### config.mk
export PLATFORM = sky130hd
export DESIGN_NAME = tt_sweep_ctrl
export DESIGN_NICKNAME = d
export VERILOG_FILES = /design/src/rtl/tt_sweep_ctrl.sv
export SDC_FILE = /design/constraint.sdc
export NUM_CORES = 1
export LEC_CHECK = 0
export ABC_AREA = 1
export CAP_MARGIN = 10
export CORE_MARGIN = 1.5
export CORE_UTILIZATION = 40
export CTS_CLUSTER_DIAMETER = 50
export DETAILED_ROUTE_END_ITERATION = 10
export GPL_ROUTABILITY_DRIVEN = 0
export RECOVER_POWER = 100
export SLEW_MARGIN = 20
export SYNTH_ARGS = -nofsm -noshare
export SYNTH_HDL_FRONTEND = slang
export SYNTH_SLANG_ARGS = --single-unit
### constraint.sdc
create_clock -name clk -period 1.53 [get_ports clk]
set_input_delay 0.306 -clock clk [delete_from_list [all_inputs] [get_ports clk]]
set_output_delay 0.306 -clock clk [all_outputs]
set_load 0.01 [all_outputs]
### src/rtl/tt_sweep_ctrl.sv
// tt_sweep_ctrl: clocked exhaustive sweep of an N_IN-input, 1-output
// combinational block. Drives every input vector, captures the block's output
// into a truth table, and compares it with an expected table latched at start.
//
// Optional feature macro: TT_SWEEP_FIRST_FAIL_EN
//   When defined, adds first_fail_valid / first_fail_idx. These record the
//   index of the first mismatching vector in the current sweep.
`timescale 1ns/1ps

module tt_sweep_ctrl #(
  parameter int N_IN   = 3,
  parameter int SETTLE = 1   // extra wait cycles per vector, 0..15
) (
  input  logic                   clk,
  input  logic                   rst_n,
  input  logic                   start,
  input  logic                   abort,
  input  logic [(1<<N_IN)-1:0]   expected,
  input  logic                   dut_y,
  output logic [N_IN-1:0]        dut_in,
  output logic                   busy,
  output logic                   done,
  output logic [(1<<N_IN)-1:0]   table_out,
  output logic                   pass,
`ifdef TT_SWEEP_FIRST_FAIL_EN
  output logic                   first_fail_valid,
  output logic [N_IN-1:0]        first_fail_idx,
`endif
  output logic [N_IN:0]          mismatch_cnt
);

  typedef enum logic [1:0] {
    S_IDLE   = 2'd0,
    S_WAIT   = 2'd1,
    S_FINISH = 2'd2
  } state_t;

  localparam logic [3:0]      SETTLE_V = 4'(SETTLE);
  localparam logic [3:0]      CNT_ONE  = 4'd1;
  localparam logic [N_IN-1:0] IDX_ONE  = N_IN'(1);
  // The last vector is found by comparison with all-ones, never by wrap-around.
  localparam logic [N_IN-1:0] LAST_IDX = '1;
  localparam logic [N_IN:0]   MM_ONE   = (N_IN+1)'(1);

  state_t                 state;
  logic [3:0]             settle_cnt;
  logic [(1<<N_IN)-1:0]   exp_q;

  // dut_in doubles as the sweep index: both always hold the same value.

  // Sweep sequencer: one registered FSM producing every output.
  // NOTE: all state here is updated with non-blocking assignments so that
  // reads within the block see the pre-edge values (e.g. mismatch_cnt in FINISH).
  always_ff @(posedge clk or negedge rst_n) begin
    if (!rst_n) begin
      // NOTE: exp_q is an ordinary register, so it is reset along with the rest
      // to keep every flop deterministic out of reset.
      state        <= S_IDLE;
      settle_cnt   <= '0;
      exp_q        <= '0;
      dut_in       <= '0;
      busy         <= 1'b0;
      done         <= 1'b0;
      table_out    <= '0;
      pass         <= 1'b0;
      mismatch_cnt <= '0;
`ifdef TT_SWEEP_FIRST_FAIL_EN
      first_fail_valid <= 1'b0;
      first_fail_idx   <= '0;
`endif
    end else begin
      done <= 1'b0;
      case (state)
        S_IDLE: begin
          // start wins over abort here; abort has no effect in IDLE.
          if (start) begin
            exp_q        <= expected;
            dut_in       <= '0;
            settle_cnt   <= SETTLE_V;
            table_out    <= '0;
            mismatch_cnt <= '0;
            pass         <= 1'b0;
            busy         <= 1'b1;
            state        <= S_WAIT;
`ifdef TT_SWEEP_FIRST_FAIL_EN
            first_fail_valid <= 1'b0;
            first_fail_idx   <= '0;
`endif
          end
        end

        S_WAIT: begin
          if (abort) begin
            // Partial table_out / mismatch_cnt are kept for inspection.
            state  <= S_IDLE;
            busy   <= 1'b0;
            pass   <= 1'b0;
            dut_in <= '0;
          end else if (settle_cnt != 4'd0) begin
            settle_cnt <= settle_cnt - CNT_ONE;
          end else begin
            table_out[dut_in] <= dut_y;
            if (dut_y != exp_q[dut_in]) begin
              mismatch_cnt <= mismatch_cnt + MM_ONE;
`ifdef TT_SWEEP_FIRST_FAIL_EN
              if (!first_fail_valid) begin
                first_fail_valid <= 1'b1;
                first_fail_idx   <= dut_in;
              end
`endif
            end
            if (dut_in == LAST_IDX) begin
              state <= S_FINISH;
              busy  <= 1'b0;
            end else begin
              dut_in     <= dut_in + IDX_ONE;
              settle_cnt <= SETTLE_V;
            end
          end
        end

        S_FINISH: begin
          if (abort) begin
            state  <= S_IDLE;
            pass   <= 1'b0;
            dut_in <= '0;
          end else begin
            // mismatch_cnt already includes the last sample taken on entry.
            done  <= 1'b1;
            pass  <= (mismatch_cnt == '0);
            state <= S_IDLE;
          end
        end

        default: state <= S_IDLE;
      endcase
    end
  end

endmodule

==> reports/results.txt <==
Util after Layout: 0.586
clk buf depth: 2
Worst path slowest cell: clkdlybuf4s50_1
main combinational cell family by area after synthesis: simple AND/OR/NAND/NOR gates
CP max stage delay: 0.53 ns
initial antenna violation count: 0
CTS root buf: clkbuf_8
#FFs+latches synth: 32
max-capacitance violation count: 0
I/O Buffers: 30
Post-Syn Area per Cell: 8.29 µm²
Bufs and invs on worst path: 1
CP Capture Type: primary output
DRT iter0 DRCs: 49
crit-path max FO: 2
Synth Area in Compound Gates: 0.147
XOR/XNOR Fraction of Synth Area: 0.0104
clk sinks: 32
WP data required: 1.22 ns
status: finished, final reports clean
Die Ht: 68.0 µm
vias in the first global route: 1484
Die ar.: 0.00463 mm²
Setup Skew: 0.00331 ns
hold bufs inserted after CTS: 0
vias: 1517
Post-Syn Area: 0.00169 mm²
min-delay src: table_out[7]
worst hold-check path type: flop to flop
worst-skew pair later-pin latency: 0.28 ns
detailed placement HPWL: 2.70 mm
Mapped Cells: 204
first-pass GRT wire length: 6.58 mm
largest net degree at the start of global routing: 33
crit-path leading delay family: buffers and inverters
post-synthesis mux area share: 0
Hold Crit Depth: 2
Max-slew headroom: 0.466
Slew Viols, Final: 0
CP arrival: 1.18 ns
Peak VDD IR: 0.596 mV
DRC viols: 0
Top Ports: 31
Post-Route WL: 3.84 mm
GR Overflow Total: 0
Final Hold Vio Count: 0
# rows: 23
WS Path Type: flop to primary output
Slew @ Worst Pin: 0.800 ns
Post-Syn Nets: 223
DRT Pass-1 Iters: 8
Final Cell Area: 0.00236 mm²
CTS tree: built
area of the multi-input gates: 825 µm²
final setup fails: 0
ANT cells: 0
post-route ant nets: 0
Yosys warnings: 0
post-synthesis cell type count: 26
Crit. Startpoint: mismatch_cnt[0]
Tot GR Track Use: 0.191
Initial Util: 0.420
RSZ-0062 raised after global routing: false
Die X: 68.0 µm
r2r setup slk: 0.11 ns
Core Region: 0.00403 mm²
critical-path cell list: clkdlybuf4s50_1
Worst Hold Path EP: table_out[7]
Power per Cell Area: 1320 mW/mm²
startpoint types: flop
placed inst area: 0.00218 mm²
routed vias/inst: 4.86
Adder-Cell Fraction of Synth Area: 0.0444
CTS clk-pin slew, worst paths: 0.07 ns
launch point of the worst reg-to-reg path: dut_in[0]
worst r2r dst: settle_cnt[2]
share of post-route cells with drive strength above 1: 0.240
Seq/Total Area, Yosys: 0.473
H-tree Lvls: 2
LEAKAGE: 1.12 nW
CTS Buf Count: 5
minimum clock period: 1.48 ns
Synth Area in Simple Gates: 0.247
fmax: 674 MHz
Filler Cell Count: 395
fin crit share: 0.969
drt wl/cell: 12.3 µm
Area Growth Syn to Fin: 39.5%
Net count, final: 280
worst-case reg-to-reg path depth: 8
storage element area: 805 µm²
==> where the power goes <==
part	total, mW	switching, mW	internal [mW]
Sequential	1.14	0.113	1.02
Combinational	1.29	0.733	0.559
Clock	0.679	0.312	0.367
==> how the worst max path moves through the flow <==
stage / depth (start not counted) / to / slack [ns]
after floorplan: 6 / dut_in[0] / 0.1
after global placement: 8 / dut_in[0] / -0.04
after detailed placement: 8 / dut_in[0] / -0.06
after CTS: 8 / table_out[6] / 0.01
after global routing: 7 / settle_cnt[2] / 0.0008
final: 1 / mismatch_cnt[0] / 0.05
==> per-stage QoR <==
step	TNS (ns)	std cells	power, mW	worst slack [ns]	hold slack, ns
after global placement	-0.232	298	2.30	-0.0441	0.471
after floorplan	0	204	1.83	0.0961	0.0104
after CTS	0	309	3.03	0.0105	0.399
final	0	312	3.11	0.0472	0.481
after detailed placement	-0.588	298	2.31	-0.0600	0.474
after global routing	0	312	3.36	0.000791	0.512
==> Yosys cell counts <==
library cell,n,area share
nand2_1,42,0.093
dfrtp_1,32,0.47
inv_1,23,0.051
nor2_1,22,0.049
a21oi_1,17,0.050
o21ai_0,14,0.041
nand3_1,8,0.024
o31ai_1,8,0.036
ha_1,6,0.044
nand2_2,5,0.018
inv_2,4,0.0089
nand4_1,4,0.015
o22ai_1,3,0.011
buf_2,2,0.0059
nor2_4,2,0.013
nor3_1,2,0.0059
a31oi_1,1,0.0037
clkbuf_1,1,0.0022
clkinv_8,1,0.0096
nand2_4,1,0.0067
nand2_8,1,0.012
nand3_2,1,0.0059
nand3b_1,1,0.0044
o21ai_2,1,0.0052
xnor2_1,1,0.0052
xor2_1,1,0.0052
==> placed cells by master (no fill, tap or decap), drive strengths merged, types with 4 or more instances in the layout <==
cell type / count
a21oi: 17
buf: 19
nand4: 4
clkdlybuf4s50: 22
nand3: 9
nand2: 50
o31ai: 8
ha: 6
dfrtp: 32
o21ai: 15
clkbuf: 11
inv: 27
nor2: 24
==> state kept, by name, indices dropped and copies added, names as in the netlist <==
signal,flops
table_out,8
pass,1
exp_q,8
dut_in,3
state,2
settle_cnt,4
busy,1
done,1
mismatch_cnt,4
==> cell type report <==
cell class                 count  share of cell area
timing repair buffer          52               0.195
tap                           50              0.0265
multi-input combinational    142               0.349
sequential                    32               0.341
clock buffer                   8              0.0382
inverter                      28              0.0498
==> per-layer routing <==
layer | routed length, µm | up-vias | track usage | share of wire
met2 | 1810 | 36 | 0.312 | 0.47
met3 | 159 | 5 | 0.0362 | 0.041
met4 | 43 | 0 | 0.0775 | 0.011
met5 | 0 | - | 0 | 0
met1 | 1830 | 691 | 0.250 | 0.48
li1 | - | 785 | - | -
==> timing repair <==
item / 4_1_cts / 5_1_grt
cloned: 0 / 1
setup buffers: 3 / 2
pin swaps: 0 / 4
resized for setup: 6 / 26
setup endpoints to repair: 6 / 21
==> kinds of logic after synthesis <==
group / after synthesis
and+or+nand+nor: 89
DFF: 32
adders and majority gates: 6
xor gates and xnor gates: 2
AOI/OAI and AO/OA: 44
buffers and inverters: 31
Power figures use the tool's default switching activity.
